--- src/rtl/gates_selftest_seq_if.sv ---
// Connects the self-test sequencer to whatever controls it and to the gate block under test.
interface gates_selftest_seq_if #(
    parameter int CNT_W = 8
);
    logic             start;
    logic             a;
    logic             b;
    logic [1:0]       y_in;
    logic             busy;
    logic             done;
    logic             pass;
    logic [CNT_W-1:0] err_cnt;
    logic             fail_seen;
    logic [1:0]       fail_vec;
    logic [1:0]       fail_y;

    // Controller side: requests runs, closes the loop through the gate block, reads status.
    modport master (
        output start, y_in,
        input  a, b, busy, done, pass, err_cnt, fail_seen, fail_vec, fail_y
    );

    // Sequencer side.
    modport slave (
        input  start, y_in,
        output a, b, busy, done, pass, err_cnt, fail_seen, fail_vec, fail_y
    );
endinterface

--- src/rtl/gates_selftest_seq.sv ---
// Self-test sequencer for the NAND/NOR gate block.
// Walks a/b through 00,01,10,11 for NUM_PASSES passes, lets each vector settle for
// HOLD_CYCLES cycles, then checks y_in against {NOR, NAND} and records the result.
//
// state  | meaning
// -------+-----------------------------------------------------------
// IDLE   | waiting for start after reset
// APPLY  | drive a/b from vec_idx, load the settle counter
// SETTLE | hold the vector until the counter reaches zero
// CHECK  | compare y_in, update error count / first-failure capture
// DONE   | run finished; results held until the next start
module gates_selftest_seq #(
    parameter int HOLD_CYCLES = 4,
    parameter int NUM_PASSES  = 1,
    parameter int CNT_W       = 8
) (
    input  logic              clk,
    input  logic              rst_n,
    gates_selftest_seq_if.slave bus
);
    localparam int SW = (HOLD_CYCLES > 1) ? $clog2(HOLD_CYCLES) : 1;
    localparam int PW = (NUM_PASSES > 1) ? $clog2(NUM_PASSES) : 1;
    localparam logic [SW-1:0] SETTLE_LOAD = SW'(HOLD_CYCLES - 1);
    localparam logic [PW-1:0] PASS_LAST   = PW'(NUM_PASSES - 1);

    typedef enum logic [2:0] {
        S_IDLE,
        S_APPLY,
        S_SETTLE,
        S_CHECK,
        S_DONE
    } state_t;

    state_t           state_q, state_d;
    logic [1:0]       vec_idx_q, vec_idx_d;
    logic [PW-1:0]    pass_idx_q, pass_idx_d;
    logic [SW-1:0]    settle_q, settle_d;
    logic             a_q, a_d;
    logic             b_q, b_d;
    logic             busy_q, busy_d;
    logic             done_q, done_d;
    logic             pass_q, pass_d;
    logic [CNT_W-1:0] err_cnt_q, err_cnt_d;
    logic             fail_seen_q, fail_seen_d;
    logic [1:0]       fail_vec_q, fail_vec_d;
    logic [1:0]       fail_y_q, fail_y_d;
    logic [1:0]       exp_y;
    logic             mismatch;

    // State and datapath registers; reset lands everything in a quiet IDLE immediately.
    always_ff @(posedge clk or negedge rst_n) begin
        if (!rst_n) begin
            state_q     <= S_IDLE;
            vec_idx_q   <= '0;
            pass_idx_q  <= '0;
            settle_q    <= '0;
            a_q         <= 1'b0;
            b_q         <= 1'b0;
            busy_q      <= 1'b0;
            done_q      <= 1'b0;
            pass_q      <= 1'b0;
            err_cnt_q   <= '0;
            fail_seen_q <= 1'b0;
            fail_vec_q  <= '0;
            fail_y_q    <= '0;
        end else begin
            state_q     <= state_d;
            vec_idx_q   <= vec_idx_d;
            pass_idx_q  <= pass_idx_d;
            settle_q    <= settle_d;
            a_q         <= a_d;
            b_q         <= b_d;
            busy_q      <= busy_d;
            done_q      <= done_d;
            pass_q      <= pass_d;
            err_cnt_q   <= err_cnt_d;
            fail_seen_q <= fail_seen_d;
            fail_vec_q  <= fail_vec_d;
            fail_y_q    <= fail_y_d;
        end
    end

    // Next-state, vector walk and result bookkeeping.
    always_comb begin
        state_d     = state_q;
        vec_idx_d   = vec_idx_q;
        pass_idx_d  = pass_idx_q;
        settle_d    = settle_q;
        a_d         = a_q;
        b_d         = b_q;
        err_cnt_d   = err_cnt_q;
        fail_seen_d = fail_seen_q;
        fail_vec_d  = fail_vec_q;
        fail_y_d    = fail_y_q;
        exp_y       = {~(a_q | b_q), ~(a_q & b_q)};
        mismatch    = 1'b0;

        case (state_q)
            S_IDLE, S_DONE: begin
                if (bus.start) begin
                    state_d     = S_APPLY;
                    vec_idx_d   = '0;
                    pass_idx_d  = '0;
                    err_cnt_d   = '0;
                    fail_seen_d = 1'b0;
                    fail_vec_d  = '0;
                    fail_y_d    = '0;
                end
            end
            S_APPLY: begin
                a_d      = vec_idx_q[1];
                b_d      = vec_idx_q[0];
                settle_d = SETTLE_LOAD;
                state_d  = S_SETTLE;
            end
            S_SETTLE: begin
                if (settle_q == '0) begin
                    state_d = S_CHECK;
                end else begin
                    settle_d = settle_q - 1'b1;
                end
            end
            S_CHECK: begin
                // Case inequality so an X/Z from the gate block is flagged in simulation.
                mismatch = (bus.y_in !== exp_y);
                if (mismatch) begin
                    if (err_cnt_q != '1) begin
                        err_cnt_d = err_cnt_q + 1'b1;
                    end
                    if (!fail_seen_q) begin
                        fail_seen_d = 1'b1;
                        fail_vec_d  = {a_q, b_q};
                        fail_y_d    = bus.y_in;
                    end
                end
                if (vec_idx_q != 2'd3) begin
                    vec_idx_d = vec_idx_q + 2'd1;
                    state_d   = S_APPLY;
                end else if (pass_idx_q != PASS_LAST) begin
                    vec_idx_d  = '0;
                    pass_idx_d = pass_idx_q + PW'(1);
                    state_d    = S_APPLY;
                end else begin
                    state_d = S_DONE;
                end
            end
            default: state_d = S_IDLE;
        endcase

        // Status flags are registered from the next state so they line up with the state register.
        busy_d = (state_d == S_APPLY) || (state_d == S_SETTLE) || (state_d == S_CHECK);
        done_d = (state_d == S_DONE);
        pass_d = done_d && (err_cnt_d == '0);
    end

    assign bus.a         = a_q;
    assign bus.b         = b_q;
    assign bus.busy      = busy_q;
    assign bus.done      = done_q;
    assign bus.pass      = pass_q;
    assign bus.err_cnt   = err_cnt_q;
    assign bus.fail_seen = fail_seen_q;
    assign bus.fail_vec  = fail_vec_q;
    assign bus.fail_y    = fail_y_q;

endmodule

--- src/flat_wrapper.sv ---
// flat-port wrapper written by rule: the top's interface ports become plain ports
module gates_selftest_seq_flat 
#(
    parameter int HOLD_CYCLES = 4,
    parameter int NUM_PASSES  = 1,
    parameter int CNT_W       = 8
)
  (clk, rst_n, bus_start, bus_y_in, bus_a, bus_b, bus_busy, bus_done, bus_pass, bus_err_cnt, bus_fail_seen, bus_fail_vec, bus_fail_y);
  gates_selftest_seq_if #(.CNT_W(CNT_W)) bus_i ();
  input  logic clk;
  input  logic rst_n;
  input wire logic [$bits(bus_i.start)-1:0] bus_start;
  input wire logic [$bits(bus_i.y_in)-1:0] bus_y_in;
  output wire logic [$bits(bus_i.a)-1:0] bus_a;
  output wire logic [$bits(bus_i.b)-1:0] bus_b;
  output wire logic [$bits(bus_i.busy)-1:0] bus_busy;
  output wire logic [$bits(bus_i.done)-1:0] bus_done;
  output wire logic [$bits(bus_i.pass)-1:0] bus_pass;
  output wire logic [$bits(bus_i.err_cnt)-1:0] bus_err_cnt;
  output wire logic [$bits(bus_i.fail_seen)-1:0] bus_fail_seen;
  output wire logic [$bits(bus_i.fail_vec)-1:0] bus_fail_vec;
  output wire logic [$bits(bus_i.fail_y)-1:0] bus_fail_y;
  assign bus_i.start = bus_start;
  assign bus_i.y_in = bus_y_in;
  assign bus_a = bus_i.a;
  assign bus_b = bus_i.b;
  assign bus_busy = bus_i.busy;
  assign bus_done = bus_i.done;
  assign bus_pass = bus_i.pass;
  assign bus_err_cnt = bus_i.err_cnt;
  assign bus_fail_seen = bus_i.fail_seen;
  assign bus_fail_vec = bus_i.fail_vec;
  assign bus_fail_y = bus_i.fail_y;
  gates_selftest_seq #(.HOLD_CYCLES(HOLD_CYCLES), .NUM_PASSES(NUM_PASSES), .CNT_W(CNT_W)) u_core (.clk(clk), .rst_n(rst_n), .bus(bus_i));
endmodule
--- config.mk ---
export PLATFORM = sky130hd
export DESIGN_NAME = gates_selftest_seq_flat
export DESIGN_NICKNAME = d
export VERILOG_FILES = /design/src/rtl/gates_selftest_seq_if.sv /design/src/rtl/gates_selftest_seq.sv /design/src/flat_wrapper.sv
export SDC_FILE = /design/constraint.sdc
export NUM_CORES = 1
export LEC_CHECK = 0
export BUFFER_PORTS_ARGS = -buffer_cell sky130_fd_sc_hd__buf_2
export CAP_MARGIN = 20
export CORE_ASPECT_RATIO = 1.4
export CORE_MARGIN = 1.5
export CORE_UTILIZATION = 59
export CTS_CLUSTER_DIAMETER = 150
export DETAILED_ROUTE_END_ITERATION = 8
export PLACE_DENSITY = 0.87
export SETUP_SLACK_MARGIN = 0.1
export SLEW_MARGIN = 20
export SYNTH_ARGS = -nofsm -noshare
export SYNTH_HDL_FRONTEND = slang
export SYNTH_SLANG_ARGS = --single-unit
--- constraint.sdc ---
create_clock -name clk -period 4.3 [get_ports clk]
set_input_delay 0.86 -clock clk [delete_from_list [all_inputs] [get_ports clk]]
set_output_delay 0.86 -clock clk [all_outputs]
set_load 0.02 [all_outputs]
==> qor.txt, run 1 <==
First-pass GRT wire length -> 4860 um
RSZ-0062 raised after global routing -> false
CP max stage delay -> 0.66 ns
Worst hold path class -> in2async
Final wirelength -> 3150 um
Setup TNS -> 0 ns
Count of hold-fix buffers inserted at cts -> 0
Crit path max-delay family -> compound AO/OA/AOI/OAI gates
Distinct cells, synth -> 43
H-tree depth -> 1
CP bufs+invs -> 1
Final critical-path share of the clock period -> 55.5%
Synth top area cells -> dfrtp_1 (46%), nand2_1 (4.9%), nor2_1 (4.9%), ha_1 (2.7%), o21ai_0 (2.6%)
Final std cells w/o fill -> 184
Worst path slowest cell -> nor3_1
Worst-Margin Slew -> 0.770 ns
Routed Antenna Nets -> 0
Max-slew headroom -> 48.2%
Initial core utilization -> 62.9%
Avg Cell Area, Syn -> 9.92 um2
CP arrival -> 2.55 ns
Setup Buffers After CTS -> 0
Clock Latency Late Sink -> 0.32 ns
Routability Congestion -> 0.937
Port bufs -> 22
Antenna violations before repair -> 0
ANT cells -> 0
Status -> finished clean
Total Nets Final -> 171
Row cnt -> 20
Ys Warns -> 0
Routed vias -> 1206
Area Overhead vs Synth -> 10.3%
Worst VDD drop -> 0.446 mV
# Max-Cap Violations -> 0
CP Max Fanout -> 8
Finish-stage setup viols -> 0
Worst-path cell chain -> buf_2 > xor2_1 > a311o_2 > nor3_1 > o21ai_0
Root Buffer -> clkbuf_4
Post-cts resize count -> 0
Num Clock Sinks -> 25
Dpl cells -> 180
Syn_nets -> 146
Post-synth EDFFs -> 0
Ports -> 23
Clock transition at path regs -> 0.13 ns
Dpl hpwl -> 2300 um
Mapped Cells -> 138
Largest net degree at the start of global routing -> 26
Die H -> 60.0 um
Yosys top cell area share -> 45.7%
Number of global-route vias before repair -> 1070
Clock buffer depth -> 2
Fin. Hold Viols -> 0
Static Leak -> 0.708 nW
Initial drt markers -> 110
Clock Skew -> 0.00920 ns
CP required -> 4.46 ns
Total die area -> 0.00262 mm2
Num CTS Buffers -> 3
Async set-or-reset flop fraction in the synthesized netlist -> 100%
Die Wd -> 43.7 um
Startpoint class of the critical path -> primary input
Post-Synthesis Cell Area -> 0.00137 mm2
Worst setup EP type -> flop
Layout cells sized above 1 -> 25.9%
DRT Pass-1 Iters -> 7
Seq/Total Area, Yosys -> 45.7%
Post-synth top flop -> dfrtp_1
CP Class -> in2reg
#FFs+latches synth -> 25
TritonCTS clock tree -> built
DR vias/cell -> 6.55
Min Clock Period, post-route -> 2.39 ns
Total gr overflow -> 0
Leading area contributor after synthesis -> dfrtp_1
DR DRC count -> 0
CORE AREA -> 0.00218 mm2
Total Routing Usage GR -> 25.5%
PwrDens -> 613 mW/mm2
Final slew viol count -> 0
Slack of the critical path -> 1.91 ns
Fmax -> 419 MHz
Flop-to-flop setup slack -> 2.07 ns
Routed wire per std cell -> 17.1 um
Dpl ws -> 1.62 ns
## per-layer routing
| layer | up-vias | global-route usage [%] | part of all wire [%] | wire, um |
|---|---|---|---|---|
| li1 | 554 | - | - | - |
| met1 | 557 | 30.1 | 39 | 1220 |
| met2 | 72 | 41.2 | 50 | 1570 |
| met3 | 23 | 4.83 | 6.5 | 203 |
| met4 | 0 | 17.3 | 5.0 | 158 |
| met5 | - | 0 | 0 | 0 |
## final timing paths
check                                       startpoint                endpoint  cells after the start
max in group asynchronous                        rst_n  u_core.bus.fail_vec[1]                      1
worst min register to register  u_core.bus.fail_vec[1]  u_core.bus.fail_vec[1]                      2
worst max register to register            u_core.bus.a    u_core.bus.fail_y[0]                      4
worst min-delay path                             rst_n   u_core.bus.err_cnt[1]                      1
worst max-delay path                       bus_y_in[0]    u_core.bus.fail_y[0]                      5
min in group clk                u_core.bus.fail_vec[1]  u_core.bus.fail_vec[1]                      2
## registers in the layout (all words and copies together) (netlist names)
| name | flops |
|---|---|
| u_core.bus.a | 1 |
| u_core.bus.b | 1 |
| u_core.bus.busy | 1 |
| u_core.bus.done | 1 |
| u_core.bus.err_cnt | 8 |
| u_core.bus.fail_seen | 1 |
| u_core.bus.fail_vec | 2 |
| u_core.bus.fail_y | 2 |
| u_core.bus.pass | 1 |
| u_core.settle_q | 2 |
| u_core.state_q | 3 |
| u_core.vec_idx_q | 2 |
## cells in the mapped netlist (all sizes together), types with 2 or more instances
cell / instances
o41ai: 2
dfrtp: 25
nor3b: 2
o21ai: 7
mux2: 3
inv: 7
a41oi: 2
mux2i: 3
nand3: 7
ha: 3
a311oi: 2
xor2: 2
and4bb: 3
o22a: 2
a21oi: 3
nor3: 4
a31oi: 3
nor2: 19
buf: 2
nand2: 19
## cell families after synthesis
kind of cell / after synthesis / synth area share, %
muxes: 6 / 4.66
and+or+nand+nor: 64 / 25.5
xor gates and xnor gates: 2 / 1.28
adders and majority gates: 3 / 2.74
DFF: 25 / 45.7
buffers and inverters: 9 / 3.57
AOI/OAI and AO/OA: 29 / 16.5
## stage by stage
stage	hold WS, ns	cell area, um2	utilization [%]	total power [mW]
6_report	0.504	1510	69.4	0.925
5_1_grt	0.533	1510	69.4	0.990
4_1_cts	0.514	1510	69.4	0.925
3_5_place_dp	0.522	1480	68.2	0.823
3_3_place_gp	0.512	1480	68.2	0.791
2_1_floorplan	0.486	1370	-	0.714
## worst reg2reg max path: stages, from the launching register on
cell      delay, ns
dfrtp_1        0.50
and4bb_2       0.29
a311o_2        0.41
nor3_1         0.66
o21ai_0        0.22
## power breakdown
part	switching [mW]	leakage [nW]	internal, mW
Combinational	0.262	0.371	0.171
Clock	0.0644	0.0150	0.0363
Sequential	0.0866	0.322	0.305
Total	0.413	0.708	0.512
## area by class of cell
cell class	count	area [um2]
tap	22	27.5
inverter	7	26.3
clock buffer	4	26.3
multi-input combinational	104	694
sequential	25	626
fill	174	667
timing repair buffer	22	110
## layout by cell type (no fill, tap or decap), types with 2 or more instances in the layout
master     n
nand2_1   18
nor3_1     4
dfrtp_1   25
a41oi_1    2
o22a_1     2
a21oi_1    3
a31oi_1    3
buf_2     22
a311oi_2   2
o21ai_0    7
mux2_2     3
nand3_1    5
inv_1      7
nand3_2    2
ha_1       3
xor2_1     2
mux2i_1    3
o41ai_1    2
clkbuf_4   3
nor3b_1    2
nor2_1    18
(Power assumes the default switching activity.)
==> inputs of run 2 (changes only) <==
Settings changed: ABC_AREA set to 1, CORE_UTILIZATION 59 to 50, PLACE_DENSITY 0.87 to 0.78.
Clock period 4.3 ns to 1.99 ns, I/O delays scaled along.
==> qor.txt, run 2 <==
Mux contribution to synthesized area -> 0% (-4.7 points)
Synth top area cells -> dfrtp_1 (42%), nand2_1 (12%), nand3_1 (7.3%), inv_1 (6.5%), nand2_2 (3.8%)
Worst setup EP type -> flop
Clock Skew -> 0.00316 ns (-0.00604 ns)
Ys Warns -> 0 (unchanged)
Mapped Cells -> 195 (+41%)
Row cnt -> 23 (+15%)
Sequential cell area -> 626 um2 (unchanged)
Leading area contributor after synthesis -> dfrtp_1
PwrDens -> 1350 mW/mm2 (+120%)
Routed vias -> 1300 (+7.8%)
Post-synth EDFFs -> 0 (unchanged)
Syn_nets -> 203 (+39%)
Distinct cells, synth -> 31 (-28%)
Area of the multi-input gates -> 738 um2 (+6.3%)
FF-to-FF End -> u_core.bus.pass
Largest net degree at the start of global routing -> 26 (unchanged)
Num CTS Buffers -> 3 (unchanged)
CP required -> 2.16 ns (-2.30 ns)
Synth top cells by count -> nand2_1 (48), inv_1 (26), dfrtp_1 (25)
Async set-or-reset flop fraction in the synthesized netlist -> 100% (unchanged)
Max reg flops -> 8 (unchanged)
Status -> finished clean
Clock buffer depth -> 2 (unchanged)
Area Overhead vs Synth -> 13.2%
Avg Cell Area, Syn -> 7.69 um2 (-22%)
Root Buffer -> clkbuf_8
Simple-Gate Fraction of Synth Area -> 36.9% (+11 points)
Total die area -> 0.00334 mm2 (+27%)
ANT cells -> 0 (unchanged)
CP Class -> reg2reg
Worst-Margin Slew -> 0.554 ns (-0.216 ns)
Total Nets Final -> 229 (+34%)
Seq/Total Area, Yosys -> 41.7% (-4.0 points)
Post-Synthesis Cell Area -> 0.00150 mm2 (+9.6%)
Final std cells w/o fill -> 257 (+40%)
Dpl cells -> 253 (+41%)
Initial drt markers -> 42 (-62%)
H-tree depth -> 1 (unchanged)
Clock Latency Late Sink -> 0.27 ns (-0.05 ns)
Reg2reg start -> u_core.bus.err_cnt[0]
Initial core utilization -> 52.7% (-10 points)
Fillcell total -> 282 (+62%)
Post-synth top flop -> dfrtp_1
Max-slew headroom -> 63.1% (+15 points)
Clock transition at path regs -> 0.09 ns (-0.04 ns)
Num Clock Sinks -> 25 (unchanged)
R2r worst-path depth -> 11 (+7)
Dpl hpwl -> 2400 um (+4.4%)
Main combinational cell family by area after synthesis -> simple AND/OR/NAND/NOR gates
Flop-to-flop setup slack -> 0.31 ns (-1.76 ns)
Static Leak -> 0.892 nW (+26%)
TritonCTS clock tree -> built
Post-cts resize count -> 0 (unchanged)
Routability Congestion -> 0.911 (-2.7%)
Post-Synth Adder-Cell Area -> 2.50% (-0.24 points)
Most frequent cells in the layout -> nand2_1 (48), inv_1 (26), dfrtp_1 (25), nand3_1 (22), buf_2 (22)
Worst hold path class -> in2async
DR DRC count -> 0 (unchanged)
Count of hold-fix buffers inserted at cts -> 0 (unchanged)
Setup Buffers After CTS -> 0 (unchanged)
Post-Synth XOR/XNOR Area -> 0.584% (-0.70 points)
Startpoint class of the critical path -> flop
First-pass GRT wire length -> 5170 um (+6.3%)
CP Max Fanout -> 9 (+1)
Final Instance Area -> 0.00170 mm2 (+12%)
Routed Antenna Nets -> 0 (unchanged)
Port bufs -> 22 (unchanged)
Min Clock Period, post-route -> 1.68 ns
DRT Pass-1 Iters -> 4 (-3)
Fmax -> 595 MHz
CORE AREA -> 0.00285 mm2 (+31%)
Number of global-route vias before repair -> 1220 (+14%)
RSZ-0062 raised after global routing -> false
Total Routing Usage GR -> 20.6% (-4.9 points)
Ports -> 23 (unchanged)
Dpl cell area -> 0.00165 mm2 (+11%)
Total gr overflow -> 0 (unchanged)
Layout cells sized above 1 -> 26.4% (+0.44 points)
#FFs+latches synth -> 25 (unchanged)
Most common cell in the netlist -> nand2_1
Setup TNS -> 0 ns (unchanged)
Final critical-path share of the clock period -> 84.5%
Antenna violations before repair -> 0 (unchanged)
Final wirelength -> 3100 um (-1.6%)
CP arrival -> 1.85 ns (-0.70 ns)
Compound-cell area share of the yosys netlist -> 9.17% (-7.4 points)
Commonest non-fill, non-tap cell in the layout -> nand2_1
Yosys top cell area share -> 41.7% (-4.0 points)
Fin. Hold Viols -> 0 (unchanged)
DR vias/cell -> 5.06 (-23%)
Die H -> 67.8 um (+13%)
Worst VDD drop -> 0.779 mV (+75%)
Finish-stage setup viols -> 0 (unchanged)
Final slew viol count -> 0 (unchanged)
Routed wire per std cell -> 12.1 um (-30%)
Die Wd -> 49.3 um (+13%)
# Max-Cap Violations -> 0 (unchanged)
-- run 2: cell types whose count changed in the layout (fill, tap and decap cells not counted), moves of 5 or more --
cell     previous run  this run
inv_1               7        26
nor2_1             18         9
nand2_2             1         9
nand2_1            18        48
nand4_1             1         7
nand3_1             5        22
inv_2               0         5
nor2_2              0         5
-- run 2: layer usage --
layer	track usage, %	vias up	part of all wire, %	wire length (um)
met1	23.5	586	43	1330
met3	2.40	14	2.2	67
li1	-	677	-	-
met5	0	-	0	0
met2	35.8	23	49	1530
met4	15.4	0	5.2	162
-- run 2: where the power goes --
part	total, mW	leakage, nW	internal, mW	switching (mW)
clock	0.297	0.0255	0.140	0.157
combinational	1.20	0.538	0.393	0.803
sequential	0.808	0.329	0.661	0.147
total	2.30	0.892	1.19	1.11
-- run 2: layout make-up --
class / instances / area share [%]
multi-input cells: 136 / 43.5
clock inverters: 1 / 0.295
clock buffers: 3 / 2.43
repair buffers: 22 / 6.48
well taps: 37 / 2.73
inverters: 33 / 7.74
flip-flops and latches: 25 / 36.8
-- run 2: per-stage QoR --
| stage | setup WS (ns) | hold WS, ns | power (mW) | utilization (%) |
|---|---|---|---|---|
| 5_1_grt | 0.130 | 0.150 | 2.50 | 59.6 |
| 2_1_floorplan | 0.349 | 0.102 | 1.71 | - |
| 3_5_place_dp | 0.342 | 0.421 | 2.02 | 58.0 |
| 4_1_cts | 0.317 | 0.125 | 2.32 | 59.6 |
| 3_3_place_gp | 0.370 | 0.416 | 1.99 | 58.0 |
| 6_report | 0.308 | 0.107 | 2.30 | 59.6 |
-- run 2: kinds of logic after synthesis --
| logic type | count (synthesis) |
|---|---|
| compound gates | 22 |
| simple gates | 110 |
| buf+inv | 34 |
| xor+xnor | 1 |
| fa+ha+maj | 3 |
| flops | 25 |
-- run 2: worst max-delay path, stage by stage (launching register included) --
cell	delay, ns
dfrtp_1	0.43
ha_1	0.23
nand2_1	0.08
nor2_2	0.14
nand2_2	0.14
and2_1	0.17
nand2_1	0.05
nand3_1	0.07
nand2_1	0.09
nor2_2	0.04
nand3_1	0.09
nor2_2	0.04
-- run 2: how the worst max path moves through the flow --
stage / startpoint / end / slack [ns] / depth (start not counted)
after CTS: u_core.bus.err_cnt[0] / u_core.bus.pass / 0.32 / 11
final: u_core.bus.err_cnt[0] / u_core.bus.pass / 0.31 / 11
after global placement: u_core.bus.err_cnt[0] / u_core.bus.pass / 0.37 / 11
after floorplan: u_core.bus.err_cnt[1] / u_core.bus.pass / 0.35 / 11
after global routing: u_core.bus.err_cnt[0] / u_core.bus.pass / 0.13 / 11
after detailed placement: u_core.bus.err_cnt[0] / u_core.bus.pass / 0.34 / 11
